File: src/rtl/mult_div_pkg.sv
// Shared state encoding and opcode constants for the iterative HI/LO multiply/divide path.
package mult_div_pkg;

  typedef enum logic [1:0] {
    IDLE,
    RUN,
    FIXUP,
    DONE
  } state_t;

  localparam logic OP_DIV  = 1'b0;
  localparam logic OP_MULT = 1'b1;
  localparam int   ITER    = 32;

endpackage

File: src/rtl/md_step.sv
// One unsigned iteration: right-shifting shift-add multiply or restoring divide step.
// Combinational; the quotient bit is returned separately and merged by the caller.
module md_step
  import mult_div_pkg::*;
#(
  parameter int WIDTH = ITER
) (
  input  logic               op,
  input  logic [2*WIDTH:0]   acc,
  input  logic [WIDTH:0]     operand,
  output logic [2*WIDTH:0]   accNext,
  output logic               qBit
);

  logic [WIDTH+1:0] sum;
  logic [WIDTH:0]   shiftedRem;
  logic [WIDTH:0]   diff;

  // MULT keeps {partial product, remaining multiplier}; DIV keeps {remainder, dividend/quotient}.
  always_comb begin
    sum        = {1'b0, acc[2*WIDTH:WIDTH]} + {1'b0, (acc[0] ? operand : '0)};
    shiftedRem = acc[2*WIDTH-1:WIDTH-1];
    diff       = shiftedRem - operand;
    accNext    = '0;
    qBit       = 1'b0;
    if (op == OP_MULT) begin
      accNext = {sum, acc[WIDTH-1:1]};
    end else begin
      qBit    = (shiftedRem >= operand);
      accNext = {(qBit ? diff : shiftedRem), acc[WIDTH-2:0], 1'b0};
    end
  end

endmodule

File: src/rtl/mult_div_seq.sv
// Iterative signed MULT/DIV sequencer producing HI/LO: IDLE -> RUN x WIDTH -> FIXUP -> DONE.
// Optional `UNSIGNED_OPS_EN adds is_unsigned (MULTU/DIVU); latency is identical either way.
module mult_div_seq
  import mult_div_pkg::*;
#(
  parameter int WIDTH = ITER
) (
  input  logic             clock,
  input  logic             reset,
  input  logic             start,
  input  logic             op,
  input  logic [WIDTH-1:0] a_in,
  input  logic [WIDTH-1:0] b_in,
`ifdef UNSIGNED_OPS_EN
  input  logic             is_unsigned,
`endif
  output logic             busy,
  output logic             done,
  output logic             div_zero,
  output logic [WIDTH-1:0] hi_out,
  output logic [WIDTH-1:0] lo_out,
  output logic             hi_we,
  output logic             lo_we
);

  localparam int CW = $clog2(WIDTH);
  localparam logic [CW-1:0] LAST = CW'(WIDTH - 1);

  state_t           state;
  logic             opQ;
  logic             negQ;
  logic             remNegQ;
  logic [WIDTH:0]   divisor;
  logic [2*WIDTH:0] acc;
  logic [CW-1:0]    cnt;
  logic [2*WIDTH:0] stepAcc;
  logic             stepQ;
  logic             isUns;
  logic             aNeg;
  logic             bNeg;
  logic [WIDTH:0]   aMag;
  logic [WIDTH:0]   bMag;

`ifdef UNSIGNED_OPS_EN
  assign isUns = is_unsigned;
`else
  assign isUns = 1'b0;
`endif

  // Magnitudes carry an extra bit so |most-negative| stays a plain unsigned 2^(WIDTH-1).
  assign aNeg = a_in[WIDTH-1] & ~isUns;
  assign bNeg = b_in[WIDTH-1] & ~isUns;
  assign aMag = aNeg ? {1'b0, -a_in} : {1'b0, a_in};
  assign bMag = bNeg ? {1'b0, -b_in} : {1'b0, b_in};

  md_step #(.WIDTH(WIDTH)) uStep (
    .op      (opQ),
    .acc     (acc),
    .operand (divisor),
    .accNext (stepAcc),
    .qBit    (stepQ)
  );

  always_ff @(posedge clock) begin
    if (reset) begin
      state    <= IDLE;
      busy     <= 1'b0;
      done     <= 1'b0;
      div_zero <= 1'b0;
      hi_we    <= 1'b0;
      lo_we    <= 1'b0;
      hi_out   <= '0;
      lo_out   <= '0;
      acc      <= '0;
      divisor  <= '0;
      cnt      <= '0;
      opQ      <= 1'b0;
      negQ     <= 1'b0;
      remNegQ  <= 1'b0;
    end else begin
      done     <= 1'b0;
      div_zero <= 1'b0;
      hi_we    <= 1'b0;
      lo_we    <= 1'b0;
      case (state)
        IDLE: begin
          if (start) begin
            opQ     <= op;
            negQ    <= aNeg ^ bNeg;
            remNegQ <= aNeg;
            cnt     <= '0;
            busy    <= 1'b1;
            acc     <= {{(WIDTH+1){1'b0}}, (op == OP_MULT) ? bMag[WIDTH-1:0] : aMag[WIDTH-1:0]};
            divisor <= (op == OP_MULT) ? aMag : bMag;
            if (op == OP_DIV && b_in == '0) begin
              state    <= DONE;
              done     <= 1'b1;
              div_zero <= 1'b1;
            end else begin
              state <= RUN;
            end
          end
        end
        RUN: begin
          acc <= {stepAcc[2*WIDTH:1], (opQ == OP_MULT) ? stepAcc[0] : stepQ};
          cnt <= cnt + 1'b1;
          if (cnt == LAST) state <= FIXUP;
        end
        FIXUP: begin
          if (opQ == OP_MULT) begin
            {hi_out, lo_out} <= negQ ? -acc[2*WIDTH-1:0] : acc[2*WIDTH-1:0];
          end else begin
            lo_out <= negQ ? -acc[WIDTH-1:0] : acc[WIDTH-1:0];
            hi_out <= remNegQ ? -acc[2*WIDTH-1:WIDTH] : acc[2*WIDTH-1:WIDTH];
          end
          state <= DONE;
          done  <= 1'b1;
          hi_we <= 1'b1;
          lo_we <= 1'b1;
        end
        DONE: begin
          busy  <= 1'b0;
          state <= IDLE;
        end
        default: state <= IDLE;
      endcase
    end
  end

endmodule

File: config.mk
export PLATFORM = sky130hd
export DESIGN_NAME = mult_div_seq
export DESIGN_NICKNAME = d
export VERILOG_FILES = /design/src/rtl/mult_div_pkg.sv /design/src/rtl/md_step.sv /design/src/rtl/mult_div_seq.sv
export SDC_FILE = /design/constraint.sdc
export NUM_CORES = 1
export LEC_CHECK = 0
export ABC_AREA = 1
export CAP_MARGIN = 10
export CORE_ASPECT_RATIO = 1.75
export CORE_UTILIZATION = 40
export CTS_CLUSTER_DIAMETER = 50
export DETAILED_ROUTE_END_ITERATION = 10
export DONT_BUFFER_PORTS = 1
export GPL_TIMING_DRIVEN = 1
export HOLD_SLACK_MARGIN = 0.1
export SLEW_MARGIN = 10
export SYNTH_ARGS = -nofsm -noshare
export SYNTH_HDL_FRONTEND = slang
export SYNTH_HIERARCHICAL = 1
export SYNTH_SLANG_ARGS = --single-unit
File: constraint.sdc
create_clock -name clock -period 3.3 [get_ports clock]
set_input_delay 0.99 -clock clock [delete_from_list [all_inputs] [get_ports clock]]
set_output_delay 0.99 -clock clock [all_outputs]
set_load 0.005 [all_outputs]
==> impl_summary.md, run 1 <==
Run status
The flow ran to the end, and the final reports show no timing, DRC or antenna violations.

Clock network
The setup fix buffers added after clock tree synthesis is 0. The longest clock path from root to sink contains 2 buffers. The depth of the CTS H-tree is 4.

Buffers inserted during clock tree synthesis total 17. The hold buffer count at CTS is 0. The tree is rooted in a sky130_fd_sc_hd__clkbuf_16.

The clock slew seen by the registers of the worst setup and hold paths is 0.09 ns. Post-CTS repair changed the size of 0 cells. The latest clock arrival within the worst-skew pair is 0.47 ns. Clock tree synthesis found a total of 175 sinks. The clock tree from TritonCTS is done.

Timing
In this run the tightest slew margin relative to its limit is 34.6%. The share of the cycle needed by the critical path after routing is 93.5%. Hold is met by 0.470 ns. The final critical-path required period is 3.09 ns.

The slew of the pin with the lowest slew margin is 0.981 ns. On the final layout, the worst clock skew is 0.0190 ns. The sum of negative setup slack is 0 ns. The number of max-slew violations in the final report is 0. Derived from the worst setup path, the maximum achievable clock frequency is 324 MHz. The setup-violating endpoint count in the final report is 0. Setup repair after global routing left no endpoint under its margin.

The final count of hold timing violations is 0.

Floorplanning
The overall die area is 45,900 um^2. Measured along the x axis, the die boundary spans 162 um. During I/O placement, the number of pins put on the boundary was 137. The die height is 283 um. In this run the core area contains 102 standard-cell rows. The effective utilization at floorplan is 40.7%.

The region available for standard cell placement spans 44,300 um^2.

Placement
The final estimated routing congestion in global placement is 1.03. The number of port buffers is 0. The detailed placer's ending HPWL is 68.5 mm.

Finish
Counting the fill cells in the layout gives 5,038. Of the cells placed in the final design, the portion with a size suffix greater than 1 is 6.45%. The post-layout net count is 3,371. Relative to the synthesized area, the layout overhead comes to 7.90%.

The number of diodes is 0.

Logic synthesis
The top-area cell type share of the netlist area is 23.7%. During synthesis, Yosys emitted a total of 6 warnings. The post-synthesis instance area is 18,000 um^2. The number of storage elements in the synthesis netlist is 175. The most used flip-flop cell after synthesis is sky130_fd_sc_hd__dfxtp_1. After synthesis, the netlist uses 48 different library cells. The post-synthesis sequential area ratio is 19.4%. Yosys mapped a number of flops with a built-in enable equal to 0.

In the synthesized netlist, the number of instances is 3,250. The synthesized area divided by synthesized cell count is 5.54 um^2. The synthesized design spends more area on one cell type than any other, namely sky130_fd_sc_hd__nand2_1. By area the synthesized netlist is led by sky130_fd_sc_hd__nand2_1 24%, sky130_fd_sc_hd__dfxtp_1 19%, sky130_fd_sc_hd__inv_1 8.5%, sky130_fd_sc_hd__nand3_1 7.3%, sky130_fd_sc_hd__a21oi_1 6.4%. The share of flip-flops with an asynchronous set or reset is 0%.

Route
For this run, the detailed router's first-pass iteration total came to 6. In this run, the number of DRC markers left after iteration 0 of detailed routing was 1,812. The total wirelength of the detailed-routed design is 84.3 mm. Once detail routing completed, the nets flagged for antenna violations numbered 0. In the final routed layout, each cell accounts on average for 22.1 um. For this run, design rule violations remaining after detail routing come to 0. In the routed layout, each cell is associated on average with a via count of 5.56.

The via count of the routed design is 21.2k.

GRT
The number of antenna violations at the first check in global routing is 0. Global routing used 36.3% of the available tracks across all layers. The via count of the first global-routing pass was 20.4k.

The wire length of the first global-routing pass is 123 mm. The largest net degree at the start of global routing is 123. Summed over all layers, the global routing overflow is 0.

Setup path
Data on the critical path arrives at its endpoint at 3.44 ns. In this run the worst path has a maximum fanout of 10. The register-to-register setup slack is 0.21 ns. The setup path with the least slack is of type register to register.

The endpoint of the lowest-slack register-to-register path is acc[0]. The worst setup path is launched from a register. The worst register-to-register path begins at acc[34]. The worst setup path is captured at a register. The number of cells traversed by the worst register-to-register path is 17. The data required time at the worst endpoint is 3.66 ns.

Worst hold path
The endpoint of the worst hold-timing path is cnt[4]. The critical hold path startpoint is cnt[4]. In this run the worst hold path is classified as register to register. Along the worst hold path, the cell count comes to 2.

Pwr
For this design the static power due to leakage is 10.2 nW. Power spread over the standard cell area amounts to 851 nW/um^2. VDD sags by at most 0.000946 V.

The power after layout is 16.5 mW.

Job
Across the run, the number of max-cap violations was 0.
==> worst max-delay path: stages (launching register included) <==
cell and delay (ns):
sky130_fd_sc_hd__dfxtp_1 0.71, sky130_fd_sc_hd__ha_1 0.39, sky130_fd_sc_hd__nand2_1 0.16, sky130_fd_sc_hd__inv_1 0.07, sky130_fd_sc_hd__nand2_1 0.06, sky130_fd_sc_hd__nand2_1 0.04, sky130_fd_sc_hd__nand2_1 0.06, sky130_fd_sc_hd__nand3_2 0.15
sky130_fd_sc_hd__nand2_2 0.12, sky130_fd_sc_hd__nand2_2 0.08, sky130_fd_sc_hd__nand2_4 0.10, sky130_fd_sc_hd__nand2_8 0.06, sky130_fd_sc_hd__nand2_2 0.25, sky130_fd_sc_hd__inv_1 0.16, sky130_fd_sc_hd__o21ai_0 0.19, sky130_fd_sc_hd__o21ai_0 0.11
sky130_fd_sc_hd__o211ai_1 0.18, sky130_fd_sc_hd__inv_1 0.07
==> routing by layer <==
metal | vias to the layer above | global-route usage [%] | routed length (um)
met5 | - | 0 | 0
met4 | 0 | 29.3 | 7440
met3 | 248 | 3.76 | 3280
met2 | 779 | 67.0 | 42900
met1 | 9850 | 36.8 | 30700
li1 | 10300 | - | -
==> how the worst max path moves through the flow <==
| stage | startpoint | to | slack [ns] | cells after the start |
|---|---|---|---|---|
| final | acc[34] | acc[0] | 0.21 | 17 |
| after global routing | acc[34] | acc[0] | 0.06 | 17 |
| after CTS | acc[34] | acc[0] | 0.25 | 17 |
| after detailed placement | acc[34] | acc[0] | 0.27 | 17 |
| after global placement | acc[34] | acc[0] | 0.21 | 17 |
| after floorplan | acc[0] | acc[61] | 0.87 | 18 |
==> synthesized netlist by cell type, types with 26 or more instances <==
cell                          n
sky130_fd_sc_hd__buf_2       27
sky130_fd_sc_hd__xnor2_1     26
sky130_fd_sc_hd__o21ai_0    162
sky130_fd_sc_hd__nand2_1   1136
sky130_fd_sc_hd__ha_1        76
sky130_fd_sc_hd__o211ai_1    27
sky130_fd_sc_hd__nor2_1     292
sky130_fd_sc_hd__xor2_1      50
sky130_fd_sc_hd__nand4_1     49
sky130_fd_sc_hd__nand3b_1    38
sky130_fd_sc_hd__nand3_1    264
sky130_fd_sc_hd__nor2_2      28
sky130_fd_sc_hd__inv_1      406
sky130_fd_sc_hd__dfxtp_1    175
sky130_fd_sc_hd__a21oi_1    230
sky130_fd_sc_hd__clkbuf_1    70
==> registers in the layout (all words and copies together), names as in the netlist, 2 cells and up <==
register and flops:
hi_out 32, state 2, acc 65, divisor 32, lo_out 32, cnt 5
==> area by class of cell <==
class | count | area (um^2) | area share, %
clock inverters | 14 | 164 | 0.843
repair buffers | 68 | 573 | 2.95
flip-flops and latches | 175 | 3510 | 18.0
inverters | 423 | 1590 | 8.17
multi-input cells | 2540 | 12500 | 64.1
clock buffers | 18 | 429 | 2.21
well taps | 572 | 716 | 3.68
==> where the power goes <==
group          internal [mW]  switching, mW  leakage [nW]  total [mW]
logic                   3.36           7.52          8.46        10.9
clock network           1.02           1.13         0.289        2.15
registers               2.69          0.826          1.43        3.51
==> layout by cell type, fill, tap and decap left out, drive strengths merged <==
cell / n
nor2: 329
and3: 1
o221ai: 3
xnor2: 26
o21a: 4
o21ai: 186
o21bai: 5
nand4: 49
nand3b: 38
clkbuf: 18
buf: 68
o211ai: 27
xor2: 50
ha: 76
dfxtp: 175
a211oi: 2
nand3: 270
conb: 2
nor4: 3
or2: 8
clkinv: 8
nand2: 1162
o31ai: 4
and2: 7
a31oi: 17
inv: 429
nor3: 26
fa: 2
a21oi: 234
o2111ai: 1
a21o: 8
==> cell families (layout without fill, tap and decap cells) <==
group / Yosys count / after routing / share of synthesized area (%)
compound gates: 491 / 491 / 15.0
xor+xnor: 76 / 76 / 3.69
fa+ha+maj: 78 / 78 / 5.50
buf+inv: 536 / 523 / 11.5
flops: 175 / 175 / 19.4
other cells: 1 / 2 / 0.0208
simple gates: 1893 / 1893 / 44.9
==> through the flow <==
stage          utilization [%]  instances  area (um^2)  setup slack (ns)
4_1_cts                   43.9       3810        19400             0.254
3_3_place_gp              42.6       3778        18800             0.206
6_report                  43.9       3810        19400             0.214
3_5_place_dp              42.6       3778        18800             0.272
5_1_grt                   43.9       3810        19400            0.0585
2_1_floorplan                -       3251        18000             0.865
(Power assumes the default switching activity.)
==> run 2: changes to the inputs <==
ABC_CLOCK_PERIOD_IN_PS = 3300   (was default)
DONT_BUFFER_PORTS = default   (was 1)
==> run 2 against run 1 <==
  * Via count is 2.8% higher
  * Critical endpoint is now acc[63]
  * Register-to-register slack better by 0.04 ns
  * Highest routed layer is now met5
  * Sequential share of layout area is 1.5 points lower
  * Largest cell class unchanged
  * Largest power group unchanged
  * Wire length is 1.5% higher
==> impl_summary.md, run 2 (same netlist as run 1, synthesis figures left out) <==
Timing
The highest clock rate is 328 MHz (+1.3%). The final count of hold timing violations is 0 (unchanged). The number of max-slew violations in the final report is 0 (unchanged). Setup repair after global routing left no endpoint under its margin. The share of the cycle needed by the critical path after routing is 92.3% (-1.2 points).

The worst-case headroom to the max-slew limit came to 47.4% (+13 points). The slew of the pin with the lowest slew margin is 0.789 ns (-0.193 ns). The final critical-path required period is 3.05 ns (-0.0407 ns). The setup-violating endpoint count in the final report came to 0 (unchanged). The sum of negative setup slack was 0 ns (unchanged).

The worst clock skew is 0.0218 ns (+0.00279 ns).

Clock network
The number of clock sinks seen by CTS is 175 (unchanged). The library cell used as clock root buffer is sky130_fd_sc_hd__clkbuf_16. The setup fix buffers added after clock tree synthesis was 0 (unchanged). The maximum clock path buffer count is 2 (unchanged). The depth of the CTS H-tree is 4 (unchanged). The latest clock arrival within the worst-skew pair is 0.47 ns (about the same). The clock slew seen by the registers of the worst setup and hold paths came to 0.08 ns (about the same). The clock tree from TritonCTS is done. The TritonCTS buffer count is 17 (unchanged). The hold buffer count at CTS came to 0 (unchanged). The post-cts sizing count was 0 (unchanged).

Setup path
The worst register-to-register path ends at acc[63]. STA classifies the critical path endpoint as a register. The register-to-register setup slack is 0.25 ns (+0.04 ns).

In this run the critical register-to-register path is launched from divisor[7]. The highest fanout seen on the critical path is 20 (+10). The worst setup path is of the register to register kind. The number of cells traversed by the worst register-to-register path is 17 (unchanged). The sort of element at the start of the critical path is a register. The data required time at the worst endpoint is 3.69 ns (+0.03 ns).

The data arrival time at the worst-slack endpoint came to 3.44 ns (about the same).

Route
The first-pass iteration count of the detailed router is 8 (+2). The number of antenna-violating nets in the routed design is 0 (unchanged). The vias per cell is 5.47 (-1.7%). The number of design rule violations left after detail routing is 0 (unchanged).

The detailed-route wire length per cell came to 21.5 um (-2.9%). The total wirelength of the detailed-routed design was 85.5 mm (+1.5%). The violation count after the first detailed-routing iteration is 1,986 (+9.6%). The via count of the routed design came to 21.8k (+2.8%).

Job
The max-capacitance violation count is 0 (unchanged).

Worst hold path
The endpoint of the worst hold-timing path is acc[64]. The critical hold path startpoint is acc[64]. The number of instances on the worst hold path is 2 (unchanged).

The tightest min-delay check is of the register to register type.

Floorplanning
The standard cell core area is 44,300 um^2 (unchanged). The width of the chip came to 162 um (unchanged). The die height is 283 um (unchanged). The effective utilization at floorplan is 40.7% (unchanged). The number of standard-cell rows in the floorplan is 102 (unchanged). The overall die area is 45,900 um^2 (unchanged).

The I/O pin count came to 137 (unchanged).

GRT
The via count of the first global-routing pass is 21.2k (+4.0%). The largest net degree at the start of global routing came to 123 (unchanged). The number of antenna violations at the first check in global routing is 1 (+1).

The total global-route track usage is 37.4% (+1.1 points). The sum of overflow across all layers after global routing is 0 (unchanged). The wire length of the first global-routing pass came to 127 mm (+3.2%).

Pwr
The combinational share of power is 67.1% (+1.3 points). The ratio of total power to cell area is 819 nW/um^2 (-3.8%). The relative contribution of sequential cells to total power is 20.0% (-1.2 points). The cell leakage power was 10.9 nW (+7.1%).

The maximum vdd drop was 0.000651 V (-31%). The switching power of the nets is 9.67 mW (+2.0%). The switching share of power is 55.8% (-1.5 points). The internal power was 7.65 mW (+8.3%). The clock power share was 12.9% (about the same).

Finish
The post-layout net count is 3,546 (+5.2%). The area taken by multi-input logic gates came to 12,500 um^2 (unchanged). The final non-filler cell area came to 21,100 um^2 (+8.8%). The library cell used most frequently in the layout, excluding fill and tap cells, is sky130_fd_sc_hd__nand2_1. The number of flip-flops in the largest register is 65 (unchanged). The number of diodes is 0 (unchanged). The share of final-layout standard cells stronger than drive strength 1 is 7.32% (+0.87 points). The number of filler instances in the final layout is 4,830 (-4.1%). The non-filler instance count after layout is 3,985 (+4.6%). The combined flip-flop and latch cell area was 3510 um^2 (unchanged). The area growth from synthesis to layout is 17.4%.

The register ranked first by flip-flop count is acc. In the layout the commonest cells are 1,136 x sky130_fd_sc_hd__nand2_1, 405 x sky130_fd_sc_hd__inv_1, 291 x sky130_fd_sc_hd__nor2_1, 264 x sky130_fd_sc_hd__nand3_1, 230 x sky130_fd_sc_hd__a21oi_1.

Placement
The final estimated routing congestion in global placement is 1.08 (+4.3%). The number of instances in the placed design is 3,953 (+4.6%). The detailed placer's ending HPWL is 69.4 mm (+1.2%). The number of port buffers is 136 (+136).

The post-placement cell area was 20,500 um^2 (+8.8%).

Run status
The flow ran to the end, and the final reports show no timing, DRC or antenna violations.
[run 2: cell types whose count changed in the layout (fill, tap and decap cells not counted), moves of 2 or more]
cell / delta
sky130_fd_sc_hd__inv_12: +4
sky130_fd_sc_hd__buf_4: +38
sky130_fd_sc_hd__inv_8: -3
sky130_fd_sc_hd__clkinv_8: +2
sky130_fd_sc_hd__clkinv_4: -2
sky130_fd_sc_hd__clkdlybuf4s50_1: +135
[run 2: metrics by stage]
stage / util (%) / setup slack [ns] / hold slack (ns) / total power, mW
finish: 47.8 / 0.255 / 0.477 / 17.3
global route: 47.8 / 0.0634 / 0.493 / 18.6
CTS: 47.8 / 0.382 / 0.478 / 17.2
detailed placement: 46.3 / 0.0384 / 0.466 / 14.9
global placement: 46.3 / 0.0457 / 0.454 / 14.9
floorplan: - / 0.865 / 0.445 / 10.7
[run 2: worst max-delay path by stage]
| stage | startpoint | end | slack, ns | cells past startpoint |
|---|---|---|---|---|
| 2_1_floorplan | acc[0] | acc[61] | 0.87 | 18 |
| 5_1_grt | divisor[7] | acc[63] | 0.06 | 17 |
| 4_1_cts | acc[31] | acc[58] | 0.38 | 16 |
| 3_5_place_dp | a_in[0] | acc[26] | 0.04 | 13 |
| 6_report | divisor[7] | acc[63] | 0.25 | 17 |
| 3_3_place_gp | a_in[0] | acc[26] | 0.05 | 13 |
[run 2: metal layers]
layer	track usage, %	vias to the layer above	wire, um	share of wire (%)
met3	4.27	311	4110	4.8
met1	38.5	9948	30700	36
li1	-	10700	-	-
met5	0	-	13	0.015
met4	33.2	2	8560	10
met2	66.5	867	42100	49
[run 2: final cells by class]
cell class	instances	share of cell area [%]
Timing Repair Buffer	243	10.6
Inverter	423	7.51
Tap cell	572	3.38
Multi-Input combinational cell	2540	58.9
Clock buffer	17	2.01
Clock inverter	15	1.01
Sequential cell	175	16.6
[run 2: power by group through the flow]
stage | Combinational, mW | Sequential (mW) | Clock (mW)
4_1_cts | 11.5 | 3.45 | 2.26
3_5_place_dp | 11.4 | 3.49 | 0
2_1_floorplan | 7.52 | 3.22 | 0
3_3_place_gp | 11.4 | 3.49 | 0
5_1_grt | 12.8 | 3.53 | 2.33
6_report | 11.6 | 3.46 | 2.23
[run 2: critical path: stages, from the launching register on]
cell	delay (ns)
sky130_fd_sc_hd__dfxtp_1	0.57
sky130_fd_sc_hd__inv_1	0.08
sky130_fd_sc_hd__ha_1	0.38
sky130_fd_sc_hd__nand2_1	0.14
sky130_fd_sc_hd__nor2_2	0.17
sky130_fd_sc_hd__nand3_1	0.12
sky130_fd_sc_hd__nor2_1	0.21
sky130_fd_sc_hd__nand2_1	0.15
sky130_fd_sc_hd__nand2_2	0.14
sky130_fd_sc_hd__nor2_8	0.05
sky130_fd_sc_hd__nand2_8	0.18
sky130_fd_sc_hd__nand2_2	0.12
sky130_fd_sc_hd__buf_12	0.16
sky130_fd_sc_hd__nand2_1	0.05
sky130_fd_sc_hd__nand2_1	0.14
sky130_fd_sc_hd__nand2_1	0.10
sky130_fd_sc_hd__nand2_1	0.05
sky130_fd_sc_hd__a21oi_1	0.14
==> run 3: changes to the inputs <==
CAP_MARGIN = 5   (was 10)
CORE_UTILIZATION = 25   (was 40)
==> run 3 against run 2 <==
  * Cell count is 9.3% higher
  * Critical path depth down 2
  * Non-clock buffer count grew 26
  * Register-to-register slack worse by 0.02 ns
  * Worst setup slack worse by 0.017 ns
  * Sequential cell count is the same
  * Design area grew 3.0%
  * Global-route usage decreased by 13 points
  * First-iteration DRC count decreased by 8.8%
  * Sequential share of layout area decreased by 0.48 points
  * Worst hold slack worse by 0.0066 ns
  * Power is 1.4% higher
==> impl_summary.md, run 3 (same netlist as run 1, synthesis figures left out) <==
Clock network
The depth of the CTS H-tree is 4 (unchanged). The latest clock arrival within the worst-skew pair was 0.51 ns (+0.04 ns). The maximum clock path buffer count came to 2 (unchanged). The clock slew seen by the registers of the worst setup and hold paths is 0.09 ns (about the same). The post-cts sizing count is 0 (unchanged).

The setup fix buffers added after clock tree synthesis is 0 (unchanged). The hold buffer count at CTS was 0 (unchanged). TritonCTS built the clock tree. The TritonCTS buffer count is 17 (unchanged).

The number of clock sinks seen by CTS is 175 (unchanged). The library cell used as clock root buffer is sky130_fd_sc_hd__clkbuf_16.

Finish
The number of flip-flops in the largest register is 65 (unchanged). The register ranked first by flip-flop count is acc. The number of diodes was 0 (unchanged).

In the layout the commonest cells are 1,136 x sky130_fd_sc_hd__nand2_1, 405 x sky130_fd_sc_hd__inv_1, 291 x sky130_fd_sc_hd__nor2_1, 264 x sky130_fd_sc_hd__nand3_1, 230 x sky130_fd_sc_hd__a21oi_1. The non-filler instance count after layout is 4,356 (+9.3%). The number of filler instances in the final layout is 8,084 (+67%). Relative to the synthesized area, the layout overhead comes to 20.9%.

The post-layout net count is 3,572 (+0.73%). Leaving out fill and tap cells, the most frequent cell in the layout is sky130_fd_sc_hd__nand2_1. The share of final-layout standard cells stronger than drive strength 1 was 8.03% (+0.70 points).

Pwr
The cell leakage power is 11.0 nW (+1.1%). The maximum vdd drop was 0.000390 V (-40%). The ratio of total power to cell area was 806 nW/um^2 (-1.6%).

Setup path
The cell type of the slowest stage on the worst timing path is sky130_fd_sc_hd__dfxtp_1. The data required time at the worst endpoint was 3.72 ns (+0.03 ns). STA classifies the critical path startpoint as a register.

The signal on the critical path passes through buf_12, nand2_1, inv_1, ha_1, a21oi_1, o21ai_0, a21oi_1, nor2_1, nor2_1, nand2_1, nand2_1, nand3_1, nand2_1, nand2_1, a21oi_1. The biggest cell delay along the critical path came to 0.57 ns (about the same). The number of cells traversed by the worst register-to-register path was 15 (-2). The highest fanout seen on the critical path is 29 (+45%). The critical path is of the register to register type.

The type of destination of the critical path is a register. The most numerous cell type found on the critical path is sky130_fd_sc_hd__nand2_1. The data arrival time at the worst-slack endpoint is 3.48 ns (+0.04 ns).

Route
The detailed-route wire length per cell is 20.2 um (-5.7%). The number of antenna-violating nets in the routed design came to 0 (unchanged). The total wirelength of the detailed-routed design is 88.2 mm (+3.1%).

The first-pass iteration count of the detailed router is 6 (-2). The violation count after the first detailed-routing iteration is 1,812 (-8.8%). The vias per cell is 5.01 (-8.4%). The number of design rule violations left after detail routing came to 0 (unchanged).

The via count of the routed design is 21.8k (+0.083%).

Timing
The slew of the pin with the lowest slew margin is 0.879 ns (+0.0897 ns). The share of the cycle needed by the critical path after routing came to 92.8% (+0.53 points). The worst-case headroom to the max-slew limit came to 41.2% (-6.2 points). Setup repair after global routing left no endpoint under its margin. The setup-violating endpoint count in the final report came to 0 (unchanged). The final critical-path required period is 3.06 ns (+0.0175 ns). The highest clock rate is 326 MHz (-0.57%).

The final count of hold timing violations is 0 (unchanged). The sum of negative setup slack is 0 ns (unchanged). The worst clock skew is 0.0239 ns (+0.00206 ns). The number of max-slew violations in the final report is 0 (unchanged).

Placement
The number of instances in the placed design is 4,324 (+9.4%). The number of port buffers is 136 (unchanged). The detailed placer's ending HPWL was 71.8 mm (+3.5%).

The final estimated routing congestion in global placement is 1.04 (-3.2%).

GRT
The total global-route track usage came to 24.0% (-13 points). The wire length of the first global-routing pass is 129 mm (+0.99%). The sum of overflow across all layers after global routing is 0 (unchanged). The number of antenna violations at the first check in global routing is 2 (+1).

The via count of the first global-routing pass is 20.8k (-2.1%). The largest net degree at the start of global routing came to 123 (unchanged).

Floorplanning
The overall die area is 73,200 um^2 (+59%). The I/O pin count was 137 (unchanged). The effective utilization at floorplan was 25.4% (-15 points). The number of standard-cell rows in the floorplan was 129 (+26%). The standard cell core area was 71,000 um^2 (+60%).

The die height is 357 um (+26%). The width of the chip is 205 um (+26%).

Worst hold path
The worst hold path belongs to the class register to register. The number of instances on the worst hold path came to 2 (unchanged).

Run status
The run finished with clean final reports.

Job
The max-capacitance violation count came to 0 (unchanged).
## run 3: changes by cell type in the layout (fill, tap and decap cells not counted)
| cell | before | now |
|---|---|---|
| sky130_fd_sc_hd__inv_2 | 18 | 17 |
| sky130_fd_sc_hd__inv_6 | 3 | 2 |
| sky130_fd_sc_hd__inv_8 | 0 | 4 |
| sky130_fd_sc_hd__clkinvlp_4 | 0 | 1 |
| sky130_fd_sc_hd__clkinv_2 | 0 | 2 |
| sky130_fd_sc_hd__clkinv_8 | 6 | 4 |
| sky130_fd_sc_hd__buf_12 | 6 | 9 |
| sky130_fd_sc_hd__buf_4 | 101 | 124 |
| sky130_fd_sc_hd__inv_12 | 5 | 2 |
## run 3: critical path, delay by kind of cell (launching register included)
kind / cells / cell delay (ns)
flip-flops: 1 / 0.57
buffers and inverters: 2 / 0.33
AO/OA/AOI/OAI: 4 / 1.00
AND/OR/NAND/NOR: 8 / 0.76
adder cells (fa/ha/maj): 1 / 0.31
## run 3: area by class of cell
| cell class | instances | area [um^2] | area share [%] |
|---|---|---|---|
| flip-flops and latches | 175 | 3510 | 16.1 |
| repair buffers | 269 | 2470 | 11.3 |
| multi-input cells | 2540 | 12500 | 57.2 |
| clock inverters | 15 | 181 | 0.833 |
| well taps | 917 | 1150 | 5.27 |
| clock buffers | 17 | 425 | 1.95 |
| inverters | 423 | 1590 | 7.30 |
## run 3: stage by stage
step                area (um^2)  power [mW]  hold WS (ns)  util, %  setup slack (ns)
floorplan                 18000        10.7         0.445        -             0.865
global placement          21200        15.2         0.453     29.8            0.0396
detailed placement        21200        15.2         0.462     29.8            0.0460
CTS                       21800        17.4         0.473     30.7             0.336
global route              21800        18.9         0.498     30.7            0.0124
finish                    21800        17.6         0.470     30.7             0.237
## run 3: path summary, 6_finish.rpt
check             slack [ns]  startpoint      end
setup / recovery        0.24      acc[0]  acc[60]
hold / removal          0.47      cnt[4]   cnt[4]
setup reg to reg        0.24      acc[0]  acc[60]
hold reg to reg         0.47      cnt[4]   cnt[4]
## run 3: report_power, final
group	internal, mW	total [mW]	switching [mW]
clock	1.03	2.18	1.15
sequential	2.69	3.51	0.819
combinational	4.04	11.9	7.83
total	7.76	17.6	9.81
## run 3: metal layers
metal / vias to the layer above / global-route usage (%) / share of wire, %
li1: 10800 / - / -
met1: 9937 / 23.3 / 35
met2: 805 / 42.6 / 50
met3: 310 / 3.40 / 4.6
met4: 2 / 23.8 / 11
met5: - / 0 / 0.015
